**src/rtl/jam_pkg.sv**
```systemverilog
// Shared definitions for the jam sequencing controller and its jam operation unit.
package jam_pkg;

  // Default timing constants, in clock cycles
  localparam int DEBOUNCE_CYC_DEF = 4;
  localparam int DETECT_CYC_DEF   = 16;
  localparam int SLOT_CYC_DEF     = 32;
  localparam int CLEAR_CYC_DEF    = 8;

  localparam int NUM_SENSORS = 4;

  // State codes as seen on the jam_state status output
  localparam logic [2:0] CODE_IDLE   = 3'd0;
  localparam logic [2:0] CODE_DETECT = 3'd1;
  localparam logic [2:0] CODE_START  = 3'd2;
  localparam logic [2:0] CODE_SERVE  = 3'd3;
  localparam logic [2:0] CODE_CLEAR  = 3'd4;

  typedef enum logic [2:0] {
    ST_IDLE   = CODE_IDLE,
    ST_DETECT = CODE_DETECT,
    ST_START  = CODE_START,
    ST_SERVE  = CODE_SERVE,
    ST_CLEAR  = CODE_CLEAR
  } jam_state_e;

  // Counter width able to hold 0..n-1, never narrower than one bit
  function automatic int cnt_w(input int n);
    return (n > 1) ? $clog2(n) : 1;
  endfunction

endpackage

```
**src/rtl/jam_seq_ctrl_if.sv**
```systemverilog
// Sensor inputs, enable and jam status outputs of the jam sequencing controller.
interface jam_seq_ctrl_if;

  logic       raw_sensor_0;
  logic       raw_sensor_1;
  logic       raw_sensor_2;
  logic       raw_sensor_3;
  logic       ctrl_en;
  logic       jam_sensor_0;
  logic       jam_sensor_1;
  logic       jam_sensor_2;
  logic       jam_sensor_3;
  logic       jam_op_en;
  logic       jam_start;
  logic       jam_rotation;
  logic [2:0] jam_state;

  // Driver side: supplies raw sensors and enable, observes jam status
  modport master (
    output raw_sensor_0, raw_sensor_1, raw_sensor_2, raw_sensor_3, ctrl_en,
    input  jam_sensor_0, jam_sensor_1, jam_sensor_2, jam_sensor_3,
    input  jam_op_en, jam_start, jam_rotation, jam_state
  );

  // Controller side
  modport slave (
    input  raw_sensor_0, raw_sensor_1, raw_sensor_2, raw_sensor_3, ctrl_en,
    output jam_sensor_0, jam_sensor_1, jam_sensor_2, jam_sensor_3,
    output jam_op_en, jam_start, jam_rotation, jam_state
  );

endinterface

```
**src/rtl/sensor_debounce.sv**
```systemverilog
// Two-flop synchroniser followed by a debounce filter: the filtered level
// flips only after the synchronised input has disagreed with it for
// DEBOUNCE_CYC consecutive cycles.
module sensor_debounce
  import jam_pkg::*;
#(
  parameter int DEBOUNCE_CYC = DEBOUNCE_CYC_DEF
) (
  input  logic clk,
  input  logic rst_n,
  input  logic raw,
  output logic filtered
);

  localparam int              CW       = cnt_w(DEBOUNCE_CYC);
  localparam logic [CW-1:0]   CNT_LAST = CW'(DEBOUNCE_CYC - 1);

  logic          sync_q1;
  logic          sync_q2;
  logic [CW-1:0] cnt_q;

  // Bring the asynchronous sensor into the clk domain
  // NOTE: non-blocking assignments make both flops sample the old values, so
  // the chain is really two stages deep regardless of statement order.
  always_ff @(posedge clk or negedge rst_n) begin
    if (!rst_n) begin
      sync_q1 <= 1'b0;
      sync_q2 <= 1'b0;
    end else begin
      sync_q1 <= raw;
      sync_q2 <= sync_q1;
    end
  end

  // Count consecutive disagreeing cycles; flip the filtered level on the last one
  always_ff @(posedge clk or negedge rst_n) begin
    if (!rst_n) begin
      cnt_q    <= '0;
      filtered <= 1'b0;
    end else if (sync_q2 == filtered) begin
      cnt_q <= '0;
    end else if (cnt_q == CNT_LAST) begin
      cnt_q    <= '0;
      filtered <= ~filtered;
    end else begin
      cnt_q <= cnt_q + 1'b1;
    end
  end

endmodule

```
**src/rtl/jam_seq_ctrl.sv**
```systemverilog
// Jam sequencing controller: debounces four jam sensors, qualifies a jam,
// then serves jammed roads in fixed time slots until the sensors stay clear.
module jam_seq_ctrl
  import jam_pkg::*;
#(
  parameter int DEBOUNCE_CYC = DEBOUNCE_CYC_DEF,
  parameter int DETECT_CYC   = DETECT_CYC_DEF,
  parameter int SLOT_CYC     = SLOT_CYC_DEF,
  parameter int CLEAR_CYC    = CLEAR_CYC_DEF
) (
  input  logic           clk,
  input  logic           rst_n,
  jam_seq_ctrl_if.slave  bus
);

  localparam int DW = cnt_w(DETECT_CYC);
  localparam int SW = cnt_w(SLOT_CYC);
  localparam int KW = cnt_w(CLEAR_CYC);

  localparam logic [DW-1:0] DET_LAST  = DW'(DETECT_CYC - 1);
  localparam logic [SW-1:0] SLOT_LAST = SW'(SLOT_CYC - 1);
  localparam logic [KW-1:0] CLR_LAST  = KW'(CLEAR_CYC - 1);

  logic [NUM_SENSORS-1:0] raw_vec;
  logic [NUM_SENSORS-1:0] filt_vec;
  logic                   any_high;

  jam_state_e    state_q, state_d;
  logic [DW-1:0] det_q, det_d;
  logic [SW-1:0] slot_q, slot_d;
  logic [KW-1:0] clr_q, clr_d;

  assign raw_vec = {bus.raw_sensor_3, bus.raw_sensor_2, bus.raw_sensor_1, bus.raw_sensor_0};

  for (genvar g = 0; g < NUM_SENSORS; g++) begin : g_deb
    sensor_debounce #(
      .DEBOUNCE_CYC (DEBOUNCE_CYC)
    ) u_deb (
      .clk      (clk),
      .rst_n    (rst_n),
      .raw      (raw_vec[g]),
      .filtered (filt_vec[g])
    );
  end

  assign any_high = |filt_vec;

  // State and counter registers
  always_ff @(posedge clk or negedge rst_n) begin
    if (!rst_n) begin
      state_q <= ST_IDLE;
      det_q   <= '0;
      slot_q  <= '0;
      clr_q   <= '0;
    end else begin
      state_q <= state_d;
      det_q   <= det_d;
      slot_q  <= slot_d;
      clr_q   <= clr_d;
    end
  end

  // Next-state and counter update; a low enable overrides every transition
  // NOTE: every signal gets its hold value first so no path leaves it
  // unassigned, which would otherwise infer a latch.
  always_comb begin
    state_d = state_q;
    det_d   = det_q;
    slot_d  = slot_q;
    clr_d   = clr_q;
    if (!bus.ctrl_en) begin
      state_d = ST_IDLE;
      det_d   = '0;
      slot_d  = '0;
      clr_d   = '0;
    end else begin
      case (state_q)
        ST_IDLE: begin
          if (any_high) begin
            state_d = ST_DETECT;
            det_d   = '0;
          end
        end
        ST_DETECT: begin
          if (!any_high) begin
            state_d = ST_IDLE;
            det_d   = '0;
          end else if (det_q == DET_LAST) begin
            state_d = ST_START;
            det_d   = '0;
          end else begin
            det_d = det_q + 1'b1;
          end
        end
        ST_START: begin
          state_d = ST_SERVE;
          slot_d  = '0;
        end
        ST_SERVE: begin
          // The rotation pulse is decoded from slot_q, so it is still issued
          // when the sensors clear on the terminal count.
          slot_d = (slot_q == SLOT_LAST) ? '0 : slot_q + 1'b1;
          if (!any_high) begin
            state_d = ST_CLEAR;
            slot_d  = '0;
            clr_d   = '0;
          end
        end
        ST_CLEAR: begin
          if (any_high) begin
            state_d = ST_SERVE;
            slot_d  = '0;
            clr_d   = '0;
          end else if (clr_q == CLR_LAST) begin
            state_d = ST_IDLE;
            clr_d   = '0;
          end else begin
            clr_d = clr_q + 1'b1;
          end
        end
        default: begin
          state_d = ST_IDLE;
          det_d   = '0;
          slot_d  = '0;
          clr_d   = '0;
        end
      endcase
    end
  end

  // Outputs decoded from registers only, so reset clears them immediately
  assign bus.jam_sensor_0 = filt_vec[0];
  assign bus.jam_sensor_1 = filt_vec[1];
  assign bus.jam_sensor_2 = filt_vec[2];
  assign bus.jam_sensor_3 = filt_vec[3];
  assign bus.jam_op_en    = (state_q == ST_START) || (state_q == ST_SERVE) || (state_q == ST_CLEAR);
  assign bus.jam_start    = (state_q == ST_START);
  assign bus.jam_rotation = (state_q == ST_SERVE) && (slot_q == SLOT_LAST);
  assign bus.jam_state    = state_q;

endmodule

```
**src/flat_wrapper.sv**
```systemverilog
// flat-port wrapper written by rule: the top's interface ports become plain ports
module jam_seq_ctrl_flat import jam_pkg::*;
#(
  parameter int DEBOUNCE_CYC = DEBOUNCE_CYC_DEF,
  parameter int DETECT_CYC   = DETECT_CYC_DEF,
  parameter int SLOT_CYC     = SLOT_CYC_DEF,
  parameter int CLEAR_CYC    = CLEAR_CYC_DEF
)
  (clk, rst_n, bus_raw_sensor_0, bus_raw_sensor_1, bus_raw_sensor_2, bus_raw_sensor_3, bus_ctrl_en, bus_jam_sensor_0, bus_jam_sensor_1, bus_jam_sensor_2, bus_jam_sensor_3, bus_jam_op_en, bus_jam_start, bus_jam_rotation, bus_jam_state);
  jam_seq_ctrl_if bus_i ();
  input  logic clk;
  input  logic rst_n;
  input wire logic [$bits(bus_i.raw_sensor_0)-1:0] bus_raw_sensor_0;
  input wire logic [$bits(bus_i.raw_sensor_1)-1:0] bus_raw_sensor_1;
  input wire logic [$bits(bus_i.raw_sensor_2)-1:0] bus_raw_sensor_2;
  input wire logic [$bits(bus_i.raw_sensor_3)-1:0] bus_raw_sensor_3;
  input wire logic [$bits(bus_i.ctrl_en)-1:0] bus_ctrl_en;
  output wire logic [$bits(bus_i.jam_sensor_0)-1:0] bus_jam_sensor_0;
  output wire logic [$bits(bus_i.jam_sensor_1)-1:0] bus_jam_sensor_1;
  output wire logic [$bits(bus_i.jam_sensor_2)-1:0] bus_jam_sensor_2;
  output wire logic [$bits(bus_i.jam_sensor_3)-1:0] bus_jam_sensor_3;
  output wire logic [$bits(bus_i.jam_op_en)-1:0] bus_jam_op_en;
  output wire logic [$bits(bus_i.jam_start)-1:0] bus_jam_start;
  output wire logic [$bits(bus_i.jam_rotation)-1:0] bus_jam_rotation;
  output wire logic [$bits(bus_i.jam_state)-1:0] bus_jam_state;
  assign bus_i.raw_sensor_0 = bus_raw_sensor_0;
  assign bus_i.raw_sensor_1 = bus_raw_sensor_1;
  assign bus_i.raw_sensor_2 = bus_raw_sensor_2;
  assign bus_i.raw_sensor_3 = bus_raw_sensor_3;
  assign bus_i.ctrl_en = bus_ctrl_en;
  assign bus_jam_sensor_0 = bus_i.jam_sensor_0;
  assign bus_jam_sensor_1 = bus_i.jam_sensor_1;
  assign bus_jam_sensor_2 = bus_i.jam_sensor_2;
  assign bus_jam_sensor_3 = bus_i.jam_sensor_3;
  assign bus_jam_op_en = bus_i.jam_op_en;
  assign bus_jam_start = bus_i.jam_start;
  assign bus_jam_rotation = bus_i.jam_rotation;
  assign bus_jam_state = bus_i.jam_state;
  jam_seq_ctrl #(.DEBOUNCE_CYC(DEBOUNCE_CYC), .DETECT_CYC(DETECT_CYC), .SLOT_CYC(SLOT_CYC), .CLEAR_CYC(CLEAR_CYC)) u_core (.clk(clk), .rst_n(rst_n), .bus(bus_i));
endmodule
```
**config.mk**
```make
export PLATFORM = sky130hd
export DESIGN_NAME = jam_seq_ctrl_flat
export DESIGN_NICKNAME = d
export VERILOG_FILES = /design/src/rtl/jam_pkg.sv /design/src/rtl/jam_seq_ctrl_if.sv /design/src/rtl/sensor_debounce.sv /design/src/rtl/jam_seq_ctrl.sv /design/src/flat_wrapper.sv
export SDC_FILE = /design/constraint.sdc
export NUM_CORES = 1
export LEC_CHECK = 0
export CAP_MARGIN = 20
export CORE_MARGIN = 4
export CORE_UTILIZATION = 55
export CTS_BUF_LIST = sky130_fd_sc_hd__clkbuf_8
export DETAILED_ROUTE_END_ITERATION = 10
export HOLD_SLACK_MARGIN = 0.15
export PLACE_DENSITY_LB_ADDON = 0.25
export SYNTH_ARGS = -nofsm -noshare
export SYNTH_HDL_FRONTEND = slang
export SYNTH_SLANG_ARGS = --single-unit
```
**constraint.sdc**
```tcl
create_clock -name clk -period 4.2 [get_ports clk]
set_input_delay 0.84 -clock clk [delete_from_list [all_inputs] [get_ports clk]]
set_output_delay 0.84 -clock clk [all_outputs]
set_load 0.05 [all_outputs]
```
==> impl_summary.txt, run 1 <==
----------------------------------------------------
[GRT]
  Number of antenna violations at the first check in global routing ... 0
  Leftover overflow at the end of global routing ... 0
  Global-route wire length before repair ... 4.843 mm
  Vias in the first global route ... 1099
  Total routing resource utilization after global routing ... 17.88%
  Maximum number of pins on one net before global-route repair ... 36

[Worst setup path]
  Critical path startpoint category ... flop
  Required time at the endpoint of the critical path ... 3.36 ns
  CP Capture Type ... primary output
  WS Path Type ... reg -> out
  Max FO, Critical Path ... 4
  Signal arrival time at the worst endpoint ... around 2.2 ns

[Timing]
  Number of failing hold endpoints at the final stage ... 0
  Clock Skew ... between 0.003 and 0.004 ns
  Transition time at the pin with the least slew margin ... 0.5336 ns
  RSZ-0062 raised after global routing ... false
  Top achievable clock speed ... around 0.33 GHz
  Slack of the critical path ... approximately 1.2 ns
  Headroom to the max-slew limit ... ~64%
  Final-report setup violation count ... 0
  Shortest clock period the worst path allows after layout ... 3.036 ns
  Total negative setup slack ... 0 ns
  Max-slew violation total from the final report ... 0
  Share of the clock period used by the worst path after layout ... between 70% and 80%

[Yosys]
  FF+latch count, synth ... 35
  Average footprint of a synthesized cell ... 12.59 um^2
  Synth async-reset ratio ... 100.0%
  Synthesized area ... 1574 um^2
  Most frequently used flop master after synthesis ... dfrtp_1
  Unique masters post-synth ... 39
  Number of cells produced by synthesis ... 125
  Share of the yosys chip area belonging to registers ... between 50% and 60%
  Number of synthesized flops with an enable pin ... 0
  Post-Syn Nets ... around 140
  Total of warnings raised by yosys ... 0

[Pwr]
  Post-layout total power ... 0.9893 mW
  Leakage ... 0.8571 nW
  Power Density ... 536.0 nW/um^2
  Peak supply drop ... 412.4 uV

[Placement]
  Buffers on Ports ... 16
  Post-Place Worst Slack ... 1.473 ns
  Detail Placement HPWL ... 1.900 mm
  Final weighted congestion in routability-driven placement ... 0.7951

[Clocking]
  Post-CTS Repair Setup Buffers ... 0
  Clock H-tree levels ... 2
  Latest clock arrival within the worst-skew pair ... about 0.28 ns
  Root buf cell ... clkbuf_8
  Clock-pin slew reported for the worst setup and hold paths after clock tree synthesis ... 0.07 ns
  Post-CTS resize count ... 0
  Maximum buffer depth of the clock tree ... 2
  Sink Count ... 35
  Clock tree from TritonCTS ... built
  Number of buffers inserted for hold repair after clock tree synthesis ... 0
  Number of buffers created by CTS ... 5

[Min path]
  Class of the tightest hold or removal check ... reg -> reg

[Floorplanning]
  Floorplan Core Area ... 2734 um^2
  Die outline height ... 61.50 um
  Initial core utilization ... a little under three fifths
  Width of the die ... ~60 um
  Number of ports placed on the die boundary ... 17
  Cell Rows ... 19
  Die area ... about 3800 um^2

[Run]
  # Max-Cap Violations ... 0

[Detailed routing]
  Total length of routed wires ... between 2 and 3 mm
  Post-route DRC ... 0
  Drt pass-1 iters ... 3
  Post-DR vias/cell ... 5.697
  Routed wirelength normalized by instance count ... 15.43 um
  Number of vias in the routed layout ... 1014
  Initial DRC Count ... 75
  Number of routed nets with antenna violations ... 0

[Cells and area]
  N_diodes ... 0
  Layout Nets ... between 150 and 200
  Share of post-route cells with drive strength above 1 ... 12.24%
  Post-synthesis to final-layout area growth ... 17.25%

[Status]
  Result of the run ... finished, final reports clean

----------------------------------------------------
## logic make-up (layout without fill, tap and decap cells)
kind of cell / Yosys count / after routing / synth area share, %
adders and majority gates: 9 / 9 / 7.154
muxes: 6 / 6 / 4.133
buffers and inverters: 4 / 26 / 2.146
AOI/OAI and AO/OA: 24 / 24 / 11.68
xor gates and xnor gates: 5 / 5 / 2.782
and+or+nand+nor: 42 / 42 / 16.45
DFF: 35 / 35 / 55.64
## metal layers
metal  track usage (%)  wire length [um]
met5                 0                 0
met4             7.273                48
met3             6.289               131
met2             29.60              1391
met1             21.16              1176
## critical path, stage by stage (launching register included)
cell and delay [ns]:
dfrtp_1 0.40, ha_1 0.20, and3_1 0.16, ha_1 0.15
nor3b_1 0.18, clkdlybuf4s50_1 0.83
## final timing paths
path                                                    startpoint                                      end  slack [ns]  cells past startpoint
max                                   u_core.slot_q[0]$_DFFE_PN0P_                         bus_jam_rotation        1.16                      5
min                        u_core.g_deb[3].u_deb.sync_q1$_DFF_PN0_  u_core.g_deb[3].u_deb.sync_q2$_DFF_PN0_        0.35                      0
max reg2reg                           u_core.slot_q[0]$_DFFE_PN0P_             u_core.slot_q[2]$_DFFE_PN0P_        2.22                      7
min reg2reg                u_core.g_deb[3].u_deb.sync_q1$_DFF_PN0_  u_core.g_deb[3].u_deb.sync_q2$_DFF_PN0_        0.35                      0
max in group asynchronous                                    rst_n              u_core.det_q[1]$_DFFE_PN0P_        2.93                      2
min in group asynchronous                                    rst_n      u_core.bus.jam_state[0]$_DFFE_PN0P_        0.95                      2
## sequential cells by signal, indices dropped and copies added, names as in the netlist
register	flops
u_core.bus.jam_state	3
u_core.det_q	4
u_core.g_deb.u_deb.sync_q1	4
u_core.g_deb.u_deb.sync_q2	4
u_core.g_deb.u_deb.filtered	4
u_core.clr_q	3
u_core.g_deb.u_deb.cnt_q	8
u_core.slot_q	5
## synthesized netlist by cell type (2+ instances only)
cell type	n	share of area, %
buf_6	2	1.4
nand2b_1	4	1.6
nand2_1	6	1.4
nor3b_1	3	1.4
o21ai_0	4	1.3
nand3_1	2	0.64
mux2_2	4	2.9
xnor2_1	4	2.2
nor2_1	7	1.7
a21o_1	2	0.95
a21boi_0	2	0.95
nor2b_1	6	2.4
and2_1	2	0.79
a22o_1	5	2.8
nor3_1	5	1.6
ha_1	9	7.2
mux2i_1	2	1.3
dfrtp_1	35	56
## placed cells by master (no fill, tap or decap), drive strengths merged, types with 5 or more instances in the layout
cell type | netlist | routed
ha | 9 | 9
clkdlybuf4s50 | 0 | 16
dfrtp | 35 | 35
nand2 | 7 | 7
nor2b | 6 | 6
clkbuf | 0 | 6
nor3 | 5 | 5
a22o | 6 | 6
nor2 | 7 | 7
o21ai | 5 | 5
## final cells by class
cell class | count | area, um^2
Tap cell | 31 | 38.79
Sequential cell | 35 | 875.8
Clock inverter | 2 | 12.51
Multi-Input combinational cell | 86 | 664.4
Timing Repair Buffer | 17 | 167.7
Clock buffer | 6 | 82.58
Fill cell | 213 | 888.4
Inverter | 1 | 3.754
## stage by stage
stage	area, um^2	std cells	utilization (%)	hold WS [ns]
5_1_grt	1846	178	67.51	0.3615
2_1_floorplan	1574	125	-	0.3312
6_report	1846	178	67.51	0.3502
3_5_place_dp	1750	170	64.03	0.3347
3_3_place_gp	1750	170	64.03	0.3320
4_1_cts	1846	178	67.51	0.3506
## power breakdown
part,switching (mW),internal (mW),total [mW]
clock network,0.116,0.132,0.248
registers,0.0624,0.397,0.459
logic,0.161,0.122,0.283
total,0.339,0.650,0.989
No activity file was read; power rests on OpenSTA's default activity.
==> run 2: changes to the inputs <==
CORE_UTILIZATION = 52   (was 55)
clock period = 2.5 ns   (was 4.2 ns; I/O delays follow)
==> run 2 against run 1 <==
Net effect: worst hold slack worse by 0.0022 ns; largest cell class unchanged; critical path type unchanged; clock power is 100% higher; sequential share of layout area is 0.95 points lower; utilization is 0.94 points lower; critical path depth is 2 lower; design area is 2.0% higher.
==> impl_summary.txt, run 2 (synthesis results as in run 1) <==
----------------------------------------------------
[Pwr]
  Peak supply drop ... 613.5 uV (was 412.4 uV)
  Power dissipated by switching net loads ... 0.5494 mW (was 0.3392 mW)
  Power Density ... 925.3 nW/um^2 (was 536.0 nW/um^2)
  Leakage ... 0.8802 nW (was 0.8571 nW)
  Proportion of total power due to net switching ... 31.53% (was 34.28%)
  Proportion of power drawn by flip-flops and latches ... 43.8% (was 46.4%)
  Share of power burned in the clock network ... 29.2% (was 25.0%)
  Cell-internal power ... 1.193 mW (was 0.6501 mW)
  Proportion of power drawn by combinational gates ... 27.0% (was 28.6%)

[Worst setup path]
  Required time at the endpoint of the critical path ... 2.00 ns (was 3.36 ns)
  Critical path startpoint category ... flop (unchanged)
  CP Capture Type ... primary output (unchanged)
  WS Path Type ... reg -> out (unchanged)
  Max FO, Critical Path ... 13 (was 4)
  Signal arrival time at the worst endpoint ... 1.90 ns (was 2.20 ns)

[Floorplanning]
  Width of the die ... 63.02 um (was 61.50 um)
  Number of ports placed on the die boundary ... 17 (unchanged)
  Floorplan Core Area ... 2829 um^2 (was 2734 um^2)
  Die outline height ... 63.02 um (was 61.50 um)
  Die area ... 3971 um^2 (was 3782 um^2)
  Cell Rows ... 19 (unchanged)
  Initial core utilization ... 55.64% (was 57.57%)

[Detailed routing]
  Drt pass-1 iters ... 4 (was 3)
  Number of routed nets with antenna violations ... 0 (unchanged)
  Initial DRC Count ... 31 (was 75)
  Post-DR vias/cell ... 5.583 (was 5.697)
  Number of vias in the routed layout ... 1005 (was 1014)
  Total length of routed wires ... 2.606 mm (was 2.747 mm)
  Post-route DRC ... 0 (unchanged)
  Routed wirelength normalized by instance count ... 14.48 um (was 15.43 um)

[Clocking]
  Number of buffers inserted for hold repair after clock tree synthesis ... 0 (unchanged)
  Clock-pin slew reported for the worst setup and hold paths after clock tree synthesis ... 0.07 ns (about the same)
  Post-CTS resize count ... 0 (unchanged)
  Latest clock arrival within the worst-skew pair ... 0.28 ns (about the same)
  Sink Count ... 35 (unchanged)
  Maximum buffer depth of the clock tree ... 2 (unchanged)
  Number of buffers created by CTS ... 5 (unchanged)
  Post-CTS Repair Setup Buffers ... 0 (unchanged)
  Clock tree from TritonCTS ... built (unchanged)
  Clock H-tree levels ... 2 (unchanged)
  Root buf cell ... clkbuf_8 (unchanged)

[Timing]
  Headroom to the max-slew limit ... 63.58% (was 64.16%)
  Number of failing hold endpoints at the final stage ... 0 (unchanged)
  Max-slew violation total from the final report ... 0 (unchanged)
  Slack of the critical path ... 0.1042 ns (was 1.164 ns)
  Final-report setup violation count ... 0 (unchanged)
  Top achievable clock speed ... roughly 0.42 GHz
  Transition time at the pin with the least slew margin ... 0.5449 ns (was 0.5336 ns)
  Total negative setup slack ... 0 ns (unchanged)
  Shortest clock period the worst path allows after layout ... 2.396 ns
  RSZ-0062 raised after global routing ... false (unchanged)
  Share of the clock period used by the worst path after layout ... 95.83%
  Clock Skew ... 0.003943 ns (was 0.003319 ns)

[GRT]
  Global-route wire length before repair ... 4.636 mm (was 4.843 mm)
  Leftover overflow at the end of global routing ... 0 (unchanged)
  Maximum number of pins on one net before global-route repair ... 36 (unchanged)
  Number of antenna violations at the first check in global routing ... 0 (unchanged)
  Vias in the first global route ... 1059 (was 1099)
  Total routing resource utilization after global routing ... 14.90% (was 17.88%)

[Placement]
  Buffers on Ports ... 16 (unchanged)
  Detail Placement HPWL ... 1.953 mm (was 1.900 mm)
  Post-Place Worst Slack ... 0.3802 ns (was 1.473 ns)
  Placed Cells ... 172 (was 170)
  Final weighted congestion in routability-driven placement ... 0.8523 (was 0.7951)

[Status]
  Result of the run ... finished, final reports clean (unchanged)

[Run]
  # Max-Cap Violations ... 0 (unchanged)

[Cells and area]
  Layout Nets ... 164 (was 162)
  Final core area utilization ... 66.56% (was 67.51%)
  Max reg flops ... 8 (unchanged)
  Register with the highest flop count ... u_core.g_deb.u_deb.cnt_q (unchanged)
  Biggest registers after layout ... u_core.g_deb.u_deb.cnt_q x8, u_core.slot_q x5 (unchanged)
  Non-filler cells, final ... 180 (was 178)
  Top library cells by usage in the layout, fill and taps aside ... 35 x dfrtp_1, 14 x clkdlybuf4s50_1, 9 x ha_1 (was 35 x dfrtp_1, 16 x clkdlybuf4s50_1, 9 x ha_1)
  N_diodes ... 0 (unchanged)
  Post-synthesis to final-layout area growth ... 19.63% (was 17.25%)
  Share of post-route cells with drive strength above 1 ... 16.11% (was 12.24%)
  Leading cell type in the layout, fill and taps excluded ... dfrtp_1 (unchanged)

[Min path]
  Class of the tightest hold or removal check ... reg -> reg (unchanged)

----------------------------------------------------
run 2: changes by cell type in the layout (fill, tap and decap cells not counted):
cell and change:
buf_4 +4, inv_1 -1, clkinv_4 -1, nor3b_1 -1, clkdlybuf4s50_1 -2, bufinv_16 +1
nor3b_2 +1, clkinv_2 +1
run 2: critical path, stage by stage (launching register included):
cell             delay, ns
dfrtp_1               0.50
nand2b_1              0.25
nand2_1               0.08
clkdlybuf4s50_1       0.79
run 2: path summary, 6_finish.rpt:
path,cells after the start,slack [ns],end,startpoint
worst max-delay path,3,0.10,bus_jam_op_en,u_core.bus.jam_state[2]$_DFFE_PN0P_
worst min-delay path,0,0.35,u_core.g_deb[0].u_deb.sync_q2$_DFF_PN0_,u_core.g_deb[0].u_deb.sync_q1$_DFF_PN0_
worst max register to register,7,0.52,u_core.slot_q[2]$_DFFE_PN0P_,u_core.slot_q[0]$_DFFE_PN0P_
worst min register to register,0,0.35,u_core.g_deb[0].u_deb.sync_q2$_DFF_PN0_,u_core.g_deb[0].u_deb.sync_q1$_DFF_PN0_
max in group asynchronous,2,1.57,u_core.det_q[3]$_DFFE_PN0P_,rst_n
min in group asynchronous,2,0.63,u_core.bus.jam_state[2]$_DFFE_PN0P_,rst_n
run 2: through the flow:
| step | total power [mW] | cell area, um^2 | hold slack, ns |
|---|---|---|---|
| CTS | 1.769 | 1883 | 0.3503 |
| floorplan | 1.096 | 1579 | 0.2044 |
| global route | 1.849 | 1883 | 0.3609 |
| global placement | 1.227 | 1765 | 0.3330 |
| finish | 1.742 | 1883 | 0.3480 |
| detailed placement | 1.254 | 1765 | 0.3347 |
run 2: metal layers:
| layer | up-vias | GRT usage, % | share of wire, % |
|---|---|---|---|
| li1 | 498 | - | - |
| met1 | 489 | 18.95 | 46 |
| met2 | 12 | 23.06 | 49 |
| met3 | 6 | 5.755 | 3.1 |
| met4 | 0 | 5.234 | 1.7 |
| met5 | - | 0 | 0 |
run 2: power by group through the flow:
stage          clock network [mW]  logic, mW  registers, mW
2_1_floorplan                   0      0.215          0.881
3_3_place_gp                    0      0.462          0.766
3_5_place_dp                    0      0.478          0.776
4_1_cts                     0.523      0.479          0.766
5_1_grt                     0.553      0.518          0.778
6_report                    0.508      0.471          0.763
run 2: area by class of cell:
| class | instances | area [um^2] |
|---|---|---|
| Clock buffer | 6 | 82.58 |
| Clock inverter | 2 | 35.03 |
| Fill cell | 218 | 945.9 |
| Inverter | 1 | 3.754 |
| Multi-Input combinational cell | 86 | 669.4 |
| Sequential cell | 35 | 875.8 |
| Tap cell | 31 | 38.79 |
| Timing Repair Buffer | 19 | 177.7 |
==> run 3: changes to the inputs <==
SLEW_MARGIN = 0   (was unset)
==> results of run 3 <==
The final DEF is identical to that of run 2; final timing and power are the same.
